==> config.mk <==
export PLATFORM = sky130hd
export DESIGN_NAME = rf_port_arbiter_flat
export DESIGN_NICKNAME = d
export VERILOG_FILES = /design/src/rtl/rf_port_arbiter_if.sv /design/src/rtl/rf_port_arbiter.sv /design/src/flat_wrapper.sv
export SDC_FILE = /design/constraint.sdc
export NUM_CORES = 1
export LEC_CHECK = 0
export ABC_AREA = 1
export BUFFER_PORTS_ARGS = -buffer_cell sky130_fd_sc_hd__buf_2
export CORE_MARGIN = 1.5
export CORE_UTILIZATION = 43
export CTS_CLUSTER_SIZE = 30
export DETAILED_ROUTE_END_ITERATION = 10
export PLACE_DENSITY = 0.76
export SYNTH_ARGS = -nofsm -noshare
export SYNTH_HDL_FRONTEND = slang
export SYNTH_SLANG_ARGS = --single-unit
==> constraint.sdc <==
create_clock -name clk -period 1.3 [get_ports clk]
set_clock_uncertainty 0.05 [all_clocks]
set_input_delay 0.065 -clock clk [delete_from_list [all_inputs] [get_ports clk]]
set_output_delay 0.065 -clock clk [all_outputs]
set_load 0.03 [all_outputs]
==> src/rtl/rf_port_arbiter_if.sv <==
// rf_port_arbiter_if
//   Requester-side bundle for one client of the shared register-file port.
//   Each requester (core pipeline A, RSA sequencer B) gets one instance.
//
//   req     requester -> arbiter  request one operation
//   we      requester -> arbiter  1 = write, 0 = read
//   src1    requester -> arbiter  first read address
//   src2    requester -> arbiter  second read address
//   dest    requester -> arbiter  write address
//   wdata   requester -> arbiter  write data
//   gnt     arbiter -> requester  one-cycle pulse, operation accepted
//   done    arbiter -> requester  one-cycle pulse, operation complete
//   rdata1  arbiter -> requester  read result for src1
//   rdata2  arbiter -> requester  read result for src2
//
//   Modport master is the requester side, slave is the arbiter side.

interface rf_port_arbiter_if #(
    parameter int REG_ADDR = 3,
    parameter int REG_SIZE = 16
);
    logic                req;
    logic                we;
    logic [REG_ADDR-1:0] src1;
    logic [REG_ADDR-1:0] src2;
    logic [REG_ADDR-1:0] dest;
    logic [REG_SIZE-1:0] wdata;
    logic                gnt;
    logic                done;
    logic [REG_SIZE-1:0] rdata1;
    logic [REG_SIZE-1:0] rdata2;

    modport master (
        output req, we, src1, src2, dest, wdata,
        input  gnt, done, rdata1, rdata2
    );

    modport slave (
        input  req, we, src1, src2, dest, wdata,
        output gnt, done, rdata1, rdata2
    );
endinterface

==> src/rtl/rf_port_arbiter.sv <==
// rf_port_arbiter
//   Shares the single register-file port (two read addresses, one write)
//   between requester A (core pipeline) and requester B (RSA sequencer).
//   Operations are arbitrated round-robin, one at a time; B can hold the
//   port across a multi-word sequence with b_lock. Writes land on the
//   falling edge of the ISSUE cycle, reads are registered by the regfile
//   on the rising edge that ends ISSUE and are copied out in CAPTURE.
//
//   clk          system clock, all state on the rising edge
//   rst          asynchronous active-low reset
//   a, b         requester bundles (rf_port_arbiter_if.slave)
//   b_lock       B keeps the port while set, sampled at arbitration
//   rf_src1/2    regfile read addresses
//   rf_dest      regfile write address
//   rf_writeVal  regfile write data
//   rf_writeEn   regfile write enable (ISSUE cycle of a write only)
//   rf_readEn    regfile read enable (ISSUE cycle of a read only)
//   rf_reg1/2    regfile read outputs

module rf_port_arbiter #(
    parameter int REG_ADDR = 3,
    parameter int REG_SIZE = 16
) (
    input  logic                clk,
    input  logic                rst,
    rf_port_arbiter_if.slave    a,
    rf_port_arbiter_if.slave    b,
    input  logic                b_lock,
    output logic [REG_ADDR-1:0] rf_src1,
    output logic [REG_ADDR-1:0] rf_src2,
    output logic [REG_ADDR-1:0] rf_dest,
    output logic [REG_SIZE-1:0] rf_writeVal,
    output logic                rf_writeEn,
    output logic                rf_readEn,
    input  logic [REG_SIZE-1:0] rf_reg1,
    input  logic [REG_SIZE-1:0] rf_reg2
);

    typedef enum logic [1:0] {IDLE, ISSUE, CAPTURE} state_t;

    state_t              state;
    state_t              state_next;

    logic                last_b;
    logic                served;
    logic                cmd_b;
    logic                cmd_we;
    logic [REG_ADDR-1:0] cmd_src1;
    logic [REG_ADDR-1:0] cmd_src2;
    logic [REG_ADDR-1:0] cmd_dest;
    logic [REG_SIZE-1:0] cmd_wdata;

    logic                a_done_q;
    logic                b_done_q;
    logic [REG_SIZE-1:0] a_rdata1_q;
    logic [REG_SIZE-1:0] a_rdata2_q;
    logic [REG_SIZE-1:0] b_rdata1_q;
    logic [REG_SIZE-1:0] b_rdata2_q;

    logic                arb_slot;
    logic                lock_active;
    logic                win_a;
    logic                win_b;

    // Arbitration and next state. The lock only applies once B has actually
    // won an operation; last_b alone resets to B so it cannot be used here.
    // Under the lock, A is held off even when B is not requesting.
    always_comb begin
        arb_slot    = (state == IDLE) || (state == CAPTURE);
        lock_active = served && last_b && b_lock;
        win_a       = 1'b0;
        win_b       = 1'b0;
        state_next  = IDLE;

        if (arb_slot) begin
            if (lock_active) begin
                win_b = b.req;
            end else if (a.req && b.req) begin
                win_a = last_b;
                win_b = !last_b;
            end else begin
                win_a = a.req;
                win_b = b.req;
            end
        end

        case (state)
            IDLE:    state_next = (win_a || win_b) ? ISSUE : IDLE;
            ISSUE:   state_next = CAPTURE;
            CAPTURE: state_next = (win_a || win_b) ? ISSUE : IDLE;
            default: state_next = IDLE;
        endcase
    end

    // State register plus command registers latched from the winner.
    always_ff @(posedge clk or negedge rst) begin
        if (!rst) begin
            state     <= IDLE;
            last_b    <= 1'b1;
            served    <= 1'b0;
            cmd_b     <= 1'b0;
            cmd_we    <= 1'b0;
            cmd_src1  <= '0;
            cmd_src2  <= '0;
            cmd_dest  <= '0;
            cmd_wdata <= '0;
        end else begin
            state <= state_next;
            if (win_a || win_b) begin
                last_b    <= win_b;
                served    <= 1'b1;
                cmd_b     <= win_b;
                cmd_we    <= win_b ? b.we    : a.we;
                cmd_src1  <= win_b ? b.src1  : a.src1;
                cmd_src2  <= win_b ? b.src2  : a.src2;
                cmd_dest  <= win_b ? b.dest  : a.dest;
                cmd_wdata <= win_b ? b.wdata : a.wdata;
            end
        end
    end

    // Completion: done follows CAPTURE by one edge so it lines up with the
    // freshly copied read data. Writes pulse done but leave rdata alone.
    always_ff @(posedge clk or negedge rst) begin
        if (!rst) begin
            a_done_q   <= 1'b0;
            b_done_q   <= 1'b0;
            a_rdata1_q <= '0;
            a_rdata2_q <= '0;
            b_rdata1_q <= '0;
            b_rdata2_q <= '0;
        end else begin
            a_done_q <= (state == CAPTURE) && !cmd_b;
            b_done_q <= (state == CAPTURE) && cmd_b;
            if ((state == CAPTURE) && !cmd_we) begin
                if (cmd_b) begin
                    b_rdata1_q <= rf_reg1;
                    b_rdata2_q <= rf_reg2;
                end else begin
                    a_rdata1_q <= rf_reg1;
                    a_rdata2_q <= rf_reg2;
                end
            end
        end
    end

    // Grants and enables are decoded from state so a reset kills them
    // immediately, which also suppresses a write not yet at its falling edge.
    assign a.gnt       = (state == ISSUE) && !cmd_b;
    assign b.gnt       = (state == ISSUE) && cmd_b;
    assign rf_writeEn  = (state == ISSUE) && cmd_we;
    assign rf_readEn   = (state == ISSUE) && !cmd_we;

    assign rf_src1     = cmd_src1;
    assign rf_src2     = cmd_src2;
    assign rf_dest     = cmd_dest;
    assign rf_writeVal = cmd_wdata;

    assign a.done      = a_done_q;
    assign b.done      = b_done_q;
    assign a.rdata1    = a_rdata1_q;
    assign a.rdata2    = a_rdata2_q;
    assign b.rdata1    = b_rdata1_q;
    assign b.rdata2    = b_rdata2_q;

endmodule

==> src/flat_wrapper.sv <==
// flat-port wrapper written by rule: the top's interface ports become plain ports
module rf_port_arbiter_flat 
#(
    parameter int REG_ADDR = 3,
    parameter int REG_SIZE = 16
)
  (clk, rst, b_lock, rf_src1, rf_src2, rf_dest, rf_writeVal, rf_writeEn, rf_readEn, rf_reg1, rf_reg2, a_req, a_we, a_src1, a_src2, a_dest, a_wdata, a_gnt, a_done, a_rdata1, a_rdata2, b_req, b_we, b_src1, b_src2, b_dest, b_wdata, b_gnt, b_done, b_rdata1, b_rdata2);
  rf_port_arbiter_if #(.REG_ADDR(REG_ADDR), .REG_SIZE(REG_SIZE)) a_i ();
  rf_port_arbiter_if #(.REG_ADDR(REG_ADDR), .REG_SIZE(REG_SIZE)) b_i ();
  input  logic clk;
  input  logic rst;
  input  logic b_lock;
  output logic [REG_ADDR-1:0] rf_src1;
  output logic [REG_ADDR-1:0] rf_src2;
  output logic [REG_ADDR-1:0] rf_dest;
  output logic [REG_SIZE-1:0] rf_writeVal;
  output logic rf_writeEn;
  output logic rf_readEn;
  input  logic [REG_SIZE-1:0] rf_reg1;
  input  logic [REG_SIZE-1:0] rf_reg2;
  input wire logic [$bits(a_i.req)-1:0] a_req;
  input wire logic [$bits(a_i.we)-1:0] a_we;
  input wire logic [$bits(a_i.src1)-1:0] a_src1;
  input wire logic [$bits(a_i.src2)-1:0] a_src2;
  input wire logic [$bits(a_i.dest)-1:0] a_dest;
  input wire logic [$bits(a_i.wdata)-1:0] a_wdata;
  output wire logic [$bits(a_i.gnt)-1:0] a_gnt;
  output wire logic [$bits(a_i.done)-1:0] a_done;
  output wire logic [$bits(a_i.rdata1)-1:0] a_rdata1;
  output wire logic [$bits(a_i.rdata2)-1:0] a_rdata2;
  input wire logic [$bits(b_i.req)-1:0] b_req;
  input wire logic [$bits(b_i.we)-1:0] b_we;
  input wire logic [$bits(b_i.src1)-1:0] b_src1;
  input wire logic [$bits(b_i.src2)-1:0] b_src2;
  input wire logic [$bits(b_i.dest)-1:0] b_dest;
  input wire logic [$bits(b_i.wdata)-1:0] b_wdata;
  output wire logic [$bits(b_i.gnt)-1:0] b_gnt;
  output wire logic [$bits(b_i.done)-1:0] b_done;
  output wire logic [$bits(b_i.rdata1)-1:0] b_rdata1;
  output wire logic [$bits(b_i.rdata2)-1:0] b_rdata2;
  assign a_i.req = a_req;
  assign a_i.we = a_we;
  assign a_i.src1 = a_src1;
  assign a_i.src2 = a_src2;
  assign a_i.dest = a_dest;
  assign a_i.wdata = a_wdata;
  assign a_gnt = a_i.gnt;
  assign a_done = a_i.done;
  assign a_rdata1 = a_i.rdata1;
  assign a_rdata2 = a_i.rdata2;
  assign b_i.req = b_req;
  assign b_i.we = b_we;
  assign b_i.src1 = b_src1;
  assign b_i.src2 = b_src2;
  assign b_i.dest = b_dest;
  assign b_i.wdata = b_wdata;
  assign b_gnt = b_i.gnt;
  assign b_done = b_i.done;
  assign b_rdata1 = b_i.rdata1;
  assign b_rdata2 = b_i.rdata2;
  rf_port_arbiter #(.REG_ADDR(REG_ADDR), .REG_SIZE(REG_SIZE)) u_core (.clk(clk), .rst(rst), .a(a_i), .b(b_i), .b_lock(b_lock), .rf_src1(rf_src1), .rf_src2(rf_src2), .rf_dest(rf_dest), .rf_writeVal(rf_writeVal), .rf_writeEn(rf_writeEn), .rf_readEn(rf_readEn), .rf_reg1(rf_reg1), .rf_reg2(rf_reg2));
endmodule
# Yosys cells after proc, flatten, opt, wreduce, memory -nomap -nowiden
# Index checks and enable logic that the tools add are counted.
dict set report op_classes {
  n_addsub 0
  multipliers 0
  n_div 0
  magnitude_cmp 0
  n_eq_ne 2
  shift 0
  muxes 13
  n_bitwise 1
  reduce_logical 19
}
# cell count
set op_table {}
lappend op_table {{16-bit 2-to-1 mux} 1}
lappend op_table {{1-bit logical AND} 10}
lappend op_table {{3-bit 2-to-1 mux} 3}
lappend op_table {{1-bit 2-to-1 mux} 8}
lappend op_table {{2-bit one-hot mux with 2 select lines} 1}
lappend op_table {{2-bit AND reduction} 2}
lappend op_table {{1-bit logical NOT} 3}
lappend op_table {{2-bit by 1-bit equality test with 1-bit output, second input constant} 1}
lappend op_table {{2-bit equality test, second input constant} 1}
lappend op_table {{2-bit logical NOT} 1}
lappend op_table {{1-bit logical OR} 2}
lappend op_table {{2-bit OR reduction} 1}
lappend op_table {{1-bit NOT} 1}
dict set report totals {
  reg_bits 97
  latchBits 0
  ram_bits 0
  mem_bits_ro 0
  output_inout_bits 95
  memories 0
}

# Longest topological paths before layout
# Gate-level depths: netlist of run 1.
dict set report logic_depth {
  word_depth 7
  ltp_mapped 9
  depth_no_buf 8
}

# Worst setup path after synthesis of run 1
# Ideal clock, no wire load.
dict set report synth_path {
  kind {flip-flop to flip-flop}
  from {register u_core.last_b}
  to {register u_core.served}
  setup_ns 0.124
  arrival_ns 1.208
  t_required_ns 1.126
  path_slack_ns -0.082
  stages_incl_launch_ff 8
  path_buffers 1
  cell_sequence {dfstp_2 > nand2_1 > clkinv_1 > nand2_2 > nand2_2 > nand2_2 > buf_2 > or2_1}
}
dict set report synth_via {
  elab_chain_cells 5
  word_cells_on_any_way 10
  classes_between {6 x mux; 4 x reduce/logical}
}
# element line
set synth_rtl {}
lappend synth_rtl {{from (decl)} rf_port_arbiter.sv:44} ;# logic last_b;
lappend synth_rtl {{from (signal assigned)} rf_port_arbiter.sv:110} ;# last_b <= win_b;
lappend synth_rtl {{1-bit logical NOT or 1-bit logical AND (tied branches)} {rf_port_arbiter.sv:80, rf_port_arbiter.sv:70}}
lappend synth_rtl {{1-bit 2-to-1 mux or 1-bit logical AND (tied branches)} {rf_port_arbiter.sv:78, rf_port_arbiter.sv:70}}
lappend synth_rtl {{1-bit 2-to-1 mux} rf_port_arbiter.sv:76} ;# if (lock_active) begin
lappend synth_rtl {{1-bit 2-to-1 mux} rf_port_arbiter.sv:75} ;# if (arb_slot) begin
lappend synth_rtl {{1-bit logical OR *} rf_port_arbiter.sv:109} ;# if (win_a || win_b) begin
lappend synth_rtl {{to (signal assigned)} rf_port_arbiter.sv:100} ;# served <= 1'b0;
lappend synth_rtl {{to (signal assigned)} rf_port_arbiter.sv:111} ;# served <= 1'b1;
lappend synth_rtl {{to (decl)} rf_port_arbiter.sv:45} ;# logic served;
# Mark *: on every way between the ends. The rest lies on a longest branch, timed or not.
# A chain may end at the register's enable or synchronous reset.

# Worst setup path after layout of run 1
dict set report layout_path {
  from {register u_core.state[1]}
  to {output rf_writeEn}
}
dict set report layout_via {
  elab_chain_cells 2
}
# element line
set layout_rtl {}
lappend layout_rtl {{from (decl)} rf_port_arbiter.sv:41} ;# state_t state;
lappend layout_rtl {{from (signal assigned)} rf_port_arbiter.sv:108} ;# state <= state_next;
lappend layout_rtl {{2-bit by 1-bit equality test with 1-bit output} rf_port_arbiter.sv:151} ;# assign rf_writeEn = (state == ISSUE) && cmd_we;
lappend layout_rtl {{1-bit logical AND} rf_port_arbiter.sv:151}
lappend layout_rtl {{to (decl)} flat_wrapper.sv:17} ;# output logic rf_writeEn;
# Every way passes these cells.

==> results by group, run 1 <==
Run status
  • Status: finished with violations
  • Failing checks: hold timing, setup timing

Layout
  • Final-layout fill cell count: 659
  • Nets@finish: 871
  • Synth-to-Final Area Change: 65.6%
  • Antenna diode count: 0
  • Multi-input logic area: 1640 µm²
  • FF/Latch Area: 2430 µm²
  • Final Util: 72.9%
  • Share of cells above drive strength 1: 43.5%

Global route
  • Largest net degree at the start of global routing: between 90 and 100
  • GRT Total Usage: around a quarter
  • Gr ovfl total: 0
  • Vias in the first global route: 4219
  • First-pass GRT wire length: 19100 µm
  • Initial antenna violation count: 0

Route
  • Metal2 WL: 7500 µm
  • Top routing layer used: met4
  • Post-DRT Antenna Nets: 0
  • Vias: 4529
  • Final WL: 14600 µm
  • Met3 WL: approximately 1100 µm
  • DRT iter0 DRCs: 176
  • Metal-1 WL: 5370 µm
  • Drt via density: between 4 and 5
  • DR WL/cell: 15.8 µm
  • Remaining DRCs: 0
  • Drt first pass iters: 5

STA
  • Max-Slew Margin vs Limit: 65.2%
  • Setup TNS: -7750 ps
  • Final Max Slew Viols: 0
  • Max Fclk: 681 MHz
  • WHS: -2.21 ps
  • Post-layout worst setup margin: -168 ps
  • # setup viols final: 96
  • Setup repair after global routing missed its margin: true
  • Final period utilization: 113%
  • Worst Tran Pin Value: 521 ps
  • Count of final hold-check violations: 1
  • Minimum clock period after layout: ~1500 ps

Clock network
  • H-Tree Depth: 3
  • Clock root cell: clkbuf_8
  • Clk buf depth: 2
  • CTS Buf Count: 9
  • CTS Sinks: between 90 and 100
  • CTS tree: done
  • CTS clk-pin slew, worst paths: 100 ps
  • Clock Latency Late Sink: 350 ps

Logic synthesis
  • Mapped Nets: between 500 and 600
  • Synth warnings: 0
  • Syn Inst Count: 496
  • Mapped Area: 4280 µm²
  • Seq cells post-synth: 97
  • Seq/Total Area, Yosys: 56.7%
  • Netlist cell types: 19
  • Avg Synthesized Cell Area: between 8 and 9 µm²

Place
  • IO Port Bufs: 183
  • HPWL Detailed: 7180 µm
  • DP Worst Slack: -166 ps
  • Final RePlAce weighted congestion: 0.751

Die
  • DIE WIDTH: 103 µm
  • Row cnt: 36
  • Io pins: 184
  • Die height: 103 µm
  • Core Box Area: 9730 µm²
  • Area of the die: roughly 11000 µm²
  • Initial Util: roughly 44%

Setup path
  • Worst Path Required: 1190 ps
  • Reg2reg setup slack: -150 ps
  • Worst setup path start: u_core.state[1]
  • Worst setup EP type: primary output
  • CP startpoint kind: flop
  • R2R depth: 7
  • CP Max Fanout: 4
  • FF-to-FF Start: u_core.state[0]
  • Data arrival, critical path: 1350 ps
  • R2r endpoint: u_core.a.rdata2[3]
  • WS Path Type: flop to primary output

Run
  • Max-cap viol count: 0

Pwr
  • Power per cell area: between 2000 and 2500 nW/µm²
  • Tot Pwr: 17.7 mW
  • Max IR drop VDD: ~1.1 mV
  • Leakage: 3.91 nW

Worst hold path
  • Worst hold stages: 5
  • Hold_sp: a_src2[1]
  • Hold crit path type: input port to flop
  • Hold endpoint: u_core.rf_src2[1]
-- power by group --
part | internal, mW | switching, mW | total (mW) | leakage (nW)
clock | 0.951 | 1.09 | 2.04 | 0.103
sequential | 4.54 | 1.09 | 5.63 | 1.17
combinational | 3.53 | 6.45 | 9.98 | 2.64
-- synth_stat cells --
master      n  area (µm²)
nand2_1   144         541
dfrtp_1    96        2400
inv_1      93         349
nand3_1    54         270
o21ai_1    43         215
o21ai_2    21         184
buf_2      10        50.1
buf_4       7        52.6
buf_6       7        78.8
nor2_1      7        26.3
nand2_2     4        25.0
nor2_4      2        22.5
o21ai_0     2        10.0
clkinv_1    1        3.75
dfstp_2     1        26.3
inv_2       1        3.75
nand2_4     1        11.3
nor2_2      1        6.26
or2_1       1        6.26
-- cells by family (layout without fill, tap and decap cells) --
group | Yosys count | after routing | synth area share [%]
AOI/OAI and AO/OA | 66 | 66 | 9.55
buffers and inverters | 119 | 410 | 12.6
DFF | 97 | 97 | 56.7
and+or+nand+nor | 214 | 214 | 21.2
-- worst max path at each step --
stage	slack, ps	endpoint	cells after the start
global placement	-90	u_core.rf_writeVal[11]	7
CTS	-170	rf_writeEn	6
floorplan	-50	u_core.rf_dest[0]	9
detailed placement	-170	u_core.rf_writeVal[0]	7
finish	-170	rf_writeEn	5
global route	-240	u_core.rf_writeVal[13]	8
-- repair_timing --
action / CTS / global route
pin swaps: 8 / 6
buffers inserted: 4 / 5
cloned: 4 / 8
gates resized for setup: 39 / 84
hold endpoints to repair: 185 / 0
setup endpoints to repair: 58 / 92
hold buffers: 79 / 0
-- metrics by stage --
stage | cells | instance area [µm²]
2_1_floorplan | 496 | 4320
3_3_place_gp | 806 | 5430
3_5_place_dp | 806 | 5430
4_1_cts | 909 | 6690
5_1_grt | 920 | 7090
6_report | 920 | 7090
-- cells in the final DEF (no fill, tap or decap), drive strengths merged --
master / netlist / layout
nand3: 54 / 54
dfrtp: 96 / 96
nor2: 10 / 10
nand2: 149 / 149
inv: 94 / 96
dlygate4sd3: 0 / 79
clkinv: 1 / 3
or2: 1 / 1
clkinvlp: 0 / 1
o21ai: 66 / 66
buf: 24 / 215
clkbuf: 0 / 15
bufinv: 0 / 1
dfstp: 1 / 1
-- flip-flops by register name (all words and copies together), names as in the netlist, 3 cells and up --
| signal | cells |
|---|---|
| u_core.a.rdata1 | 16 |
| u_core.a.rdata2 | 16 |
| u_core.b.rdata1 | 16 |
| u_core.b.rdata2 | 16 |
| u_core.rf_dest | 3 |
| u_core.rf_src1 | 3 |
| u_core.rf_src2 | 3 |
| u_core.rf_writeVal | 16 |
-- worst max-delay path, cell delays in order, from the launching register on --
cell and delay, ps:
dfrtp_1 390, buf_4 140, nor2_4 130, inv_4 70, nor2_2 130, buf_6 150
-- cell type report --
type | instances | share of cell area [%]
tap | 133 | 2.35
multi-input combinational | 280 | 23.1
clock inverter | 6 | 0.917
inverter | 95 | 5.19
timing repair buffer | 299 | 32.3
sequential | 97 | 34.3
clock buffer | 10 | 1.94
-- metal layers --
metal  vias up  track usage (%)
met5         -                0
met4         0             10.7
met3        55             4.68
met2       256             42.0
met1      2136             26.7
li1       2082                -
Note: power is estimated with default switching activity, not from simulation.
==> run 2: changes to the inputs <==
--- a/config.mk
+++ b/config.mk
@@ -11,7 +11,10 @@
 export CORE_UTILIZATION = 43
 export CTS_CLUSTER_SIZE = 30
 export DETAILED_ROUTE_END_ITERATION = 10
+export MAX_ROUTING_LAYER = met4
 export PLACE_DENSITY = 0.76
+export RECOVER_POWER = 25
+export SKIP_CTS_REPAIR_TIMING = 1
 export SYNTH_ARGS = -nofsm -noshare
 export SYNTH_HDL_FRONTEND = slang
 export SYNTH_SLANG_ARGS = --single-unit
==> run 2 against run 1 <==
  * Combinational power shrank 6.7%
  * First-iteration DRC count shrank 15%
  * Largest power group unchanged
  * Largest cell class unchanged
  * Non-clock buffer count shrank 47
  * Utilization shrank 6.0 points
  * Critical path depth grew 3
  * The run still ends with hold timing, setup timing left
  * Register-to-register slack lost 40 ps
  * Critical path type is now flop to flop
  * Global-route usage shrank 4.5 points
  * Routed wire length shrank 20%
  * Fmax shrank 1.6%
  * Clock power shrank 2%
  * Power shrank 5.3%
  * Design area shrank 8.3%
==> results by group, run 2 (synthesis gave the netlist of run 1 again) <==
Run status
  • Status: finished with violations
  • Failing checks: hold timing, setup timing

Place
  • Post-DP Area: 5430 µm² (unchanged)
  • IO Port Bufs: 183 (unchanged)
  • Dpl cells: 806 (unchanged)
  • HPWL Detailed: 7180 µm (unchanged)
  • Final RePlAce weighted congestion: 0.761 (+1.3%)

Pwr
  • Max IR drop VDD: 1.17 mV (+9.3%)
  • Power per cell area: 2570 nW/µm² (+3.3%)
  • Leakage: 3.68 nW (-6.0%)

Route
  • Vias: 4091 (-9.7%)
  • Met3 WL: 815 µm (-23%)
  • DRT iter0 DRCs: 150 (-15%)
  • Post-DRT Antenna Nets: 0 (unchanged)
  • Remaining DRCs: 0 (unchanged)
  • Metal-1 WL: 4690 µm (-13%)
  • DR WL/cell: 13.4 µm (-16%)
  • Metal2 WL: 5990 µm (-20%)
  • Final WL: 11700 µm (-20%)
  • Top routing layer used: met4
  • Drt via density: 4.69 (-4.8%)
  • Drt first pass iters: 5 (unchanged)

Clock network
  • CTS Buf Count: 9 (unchanged)
  • Clock root cell: clkbuf_8
  • CTS clk-pin slew, worst paths: 90 ps (about the same)
  • CTS Sinks: 97 (unchanged)
  • CTS tree: done
  • Clk buf depth: 2 (unchanged)
  • H-Tree Depth: 3 (unchanged)
  • Clock Latency Late Sink: 350 ps (about the same)

Die
  • Row cnt: 36 (unchanged)
  • Area of the die: 10600 µm² (unchanged)
  • Core Box Area: 9730 µm² (unchanged)
  • DIE WIDTH: 103 µm (unchanged)
  • Die height: 103 µm (unchanged)
  • Initial Util: 44.0% (unchanged)
  • Io pins: 184 (unchanged)

Global route
  • First-pass GRT wire length: 15300 µm (-20%)
  • Initial antenna violation count: 0 (unchanged)
  • Largest net degree at the start of global routing: 98 (unchanged)
  • GRT Total Usage: 18.9% (-4.5 points)
  • Vias in the first global route: 3448 (-18%)
  • Gr ovfl total: 0 (unchanged)

STA
  • Count of final hold-check violations: 12 (+11)
  • Worst Tran Pin Value: 868 ps (+347 ps)
  • # setup viols final: 87 (-9.4%)
  • Final Max Slew Viols: 0 (unchanged)
  • Setup repair after global routing missed its margin: true
  • Post-layout worst setup margin: -191 ps (-23.3 ps)
  • WHS: -18.1 ps (-15.9 ps)
  • Max-Slew Margin vs Limit: 42.1% (-23 points)
  • Max Fclk: 671 MHz (-1.6%)
  • Final period utilization: 115% (+1.8 points)
  • Minimum clock period after layout: 1490 ps (+23.3 ps)

Layout
  • Antenna diode count: 0 (unchanged)
  • Final Util: 66.9% (-6.0 points)
  • Synth-to-Final Area Change: 51.9%
  • Layout Cells excl Fill: 873 (-5.1%)
  • Multi-input logic area: 1550 µm² (-5.3%)
  • Most common cell after layout, fill and taps aside: buf_2
  • Final-layout fill cell count: 745 (+13%)
  • Share of cells above drive strength 1: 39.9% (-3.6 points)
  • Design Area, Final: 6510 µm² (-8.3%)
  • FF/Latch Area: 2430 µm² (about the same)
  • Commonest cells after routing, fill and taps aside: buf_2, nand2_1, dfrtp_1
  • Nets@finish: 824 (-5.4%)

Setup path
  • R2R depth: 8 (+1)
  • CP startpoint kind: flop
  • Most used cell, CP: nand2_8
  • Worst stage delay on the critical path: 590 ps (+200 ps)
  • R2r endpoint: u_core.rf_src1[1]
  • Worst path bufs/invs: 2 (-1)
  • Slowest CP cell: dfstp_2
  • Data arrival, critical path: 1680 ps (+330 ps)
  • Crit path to: u_core.rf_src1[1]
  • Top cell family by delay on the critical path: flip-flops
  • FF-to-FF Start: u_core.last_b
  • Critical Path Stages: 8 (+3)
  • Worst path cell trace: nand2_2 > inv_4 > nand2_8 > nand2_8 > nand2_8 > clkbuf_16 > nand3_1 > nand2_1
  • Worst setup EP type: flop
  • Worst setup path start: u_core.last_b
  • Reg2reg setup slack: -190 ps (-40 ps)
  • Worst Path Required: 1490 ps (+300 ps)
  • WS Path Type: flop to flop
  • CP Max Fanout: 9 (+5)

Worst hold path
  • Hold crit path type: input port to flop
  • Hold_sp: a_wdata[7]

Run
  • Max-cap viol count: 0 (unchanged)
==> run 2: changes by cell type in the layout (fill, tap and decap cells not counted), sizes merged <==
cell,previous run,this run
dlygate4sd3,79,43
buf,215,202
clkbuf,15,17
clkinv,3,2
inv,96,97
==> run 2: where the power goes <==
part / switching, mW / internal, mW / total, mW
combinational: 6.17 / 3.14 / 9.31
sequential: 0.872 / 4.53 / 5.40
clock: 1.05 / 0.951 / 2.00
==> run 2: metal layers <==
metal | global-route usage [%] | vias up
met5 | - | -
met2 | 32.0 | 194
met1 | 22.1 | 1893
met4 | 6.96 | 0
met3 | 3.93 | 18
li1 | - | 1986
==> run 2: how the worst min path moves through the flow <==
stage	depth (start not counted)	slack (ps)	endpoint
floorplan	0	-280	u_core.a.done
CTS	2	-290	u_core.a.rdata1[10]
global route	5	-20	u_core.rf_writeVal[2]
global placement	2	100	u_core.b.rdata1[8]
finish	5	-20	u_core.rf_writeVal[7]
detailed placement	2	110	u_core.a.rdata1[10]
==> run 2: final cells by class <==
type                            instances  share of cell area (%)
Multi-Input combinational cell        280                    23.9
Clock inverter                          6                    1.00
Inverter                               95                    5.79
Sequential cell                        97                    37.3
Tap cell                              133                    2.56
Clock buffer                           10                    2.11
Timing Repair Buffer                  252                    27.4
==> run 2: tightest hold or removal path: stages <==
cell and delay (ps):
buf_2 80, inv_1 30, nand2_1 60, nand3_2 60
nand2_1 50
==> run 2: metrics by stage <==
step                      setup slack [ps]  TNS, ps  hold WS [ps]  power, mW
after CTS                             -274    -5480          -286       15.5
after floorplan                      -53.8    -1060          -281       11.1
after global placement               -92.6    -1740           101       13.3
final                                 -191    -7710         -18.1       16.7
after detailed placement              -166    -3620           110       13.5
after global routing                  -250   -15380         -15.2       17.7
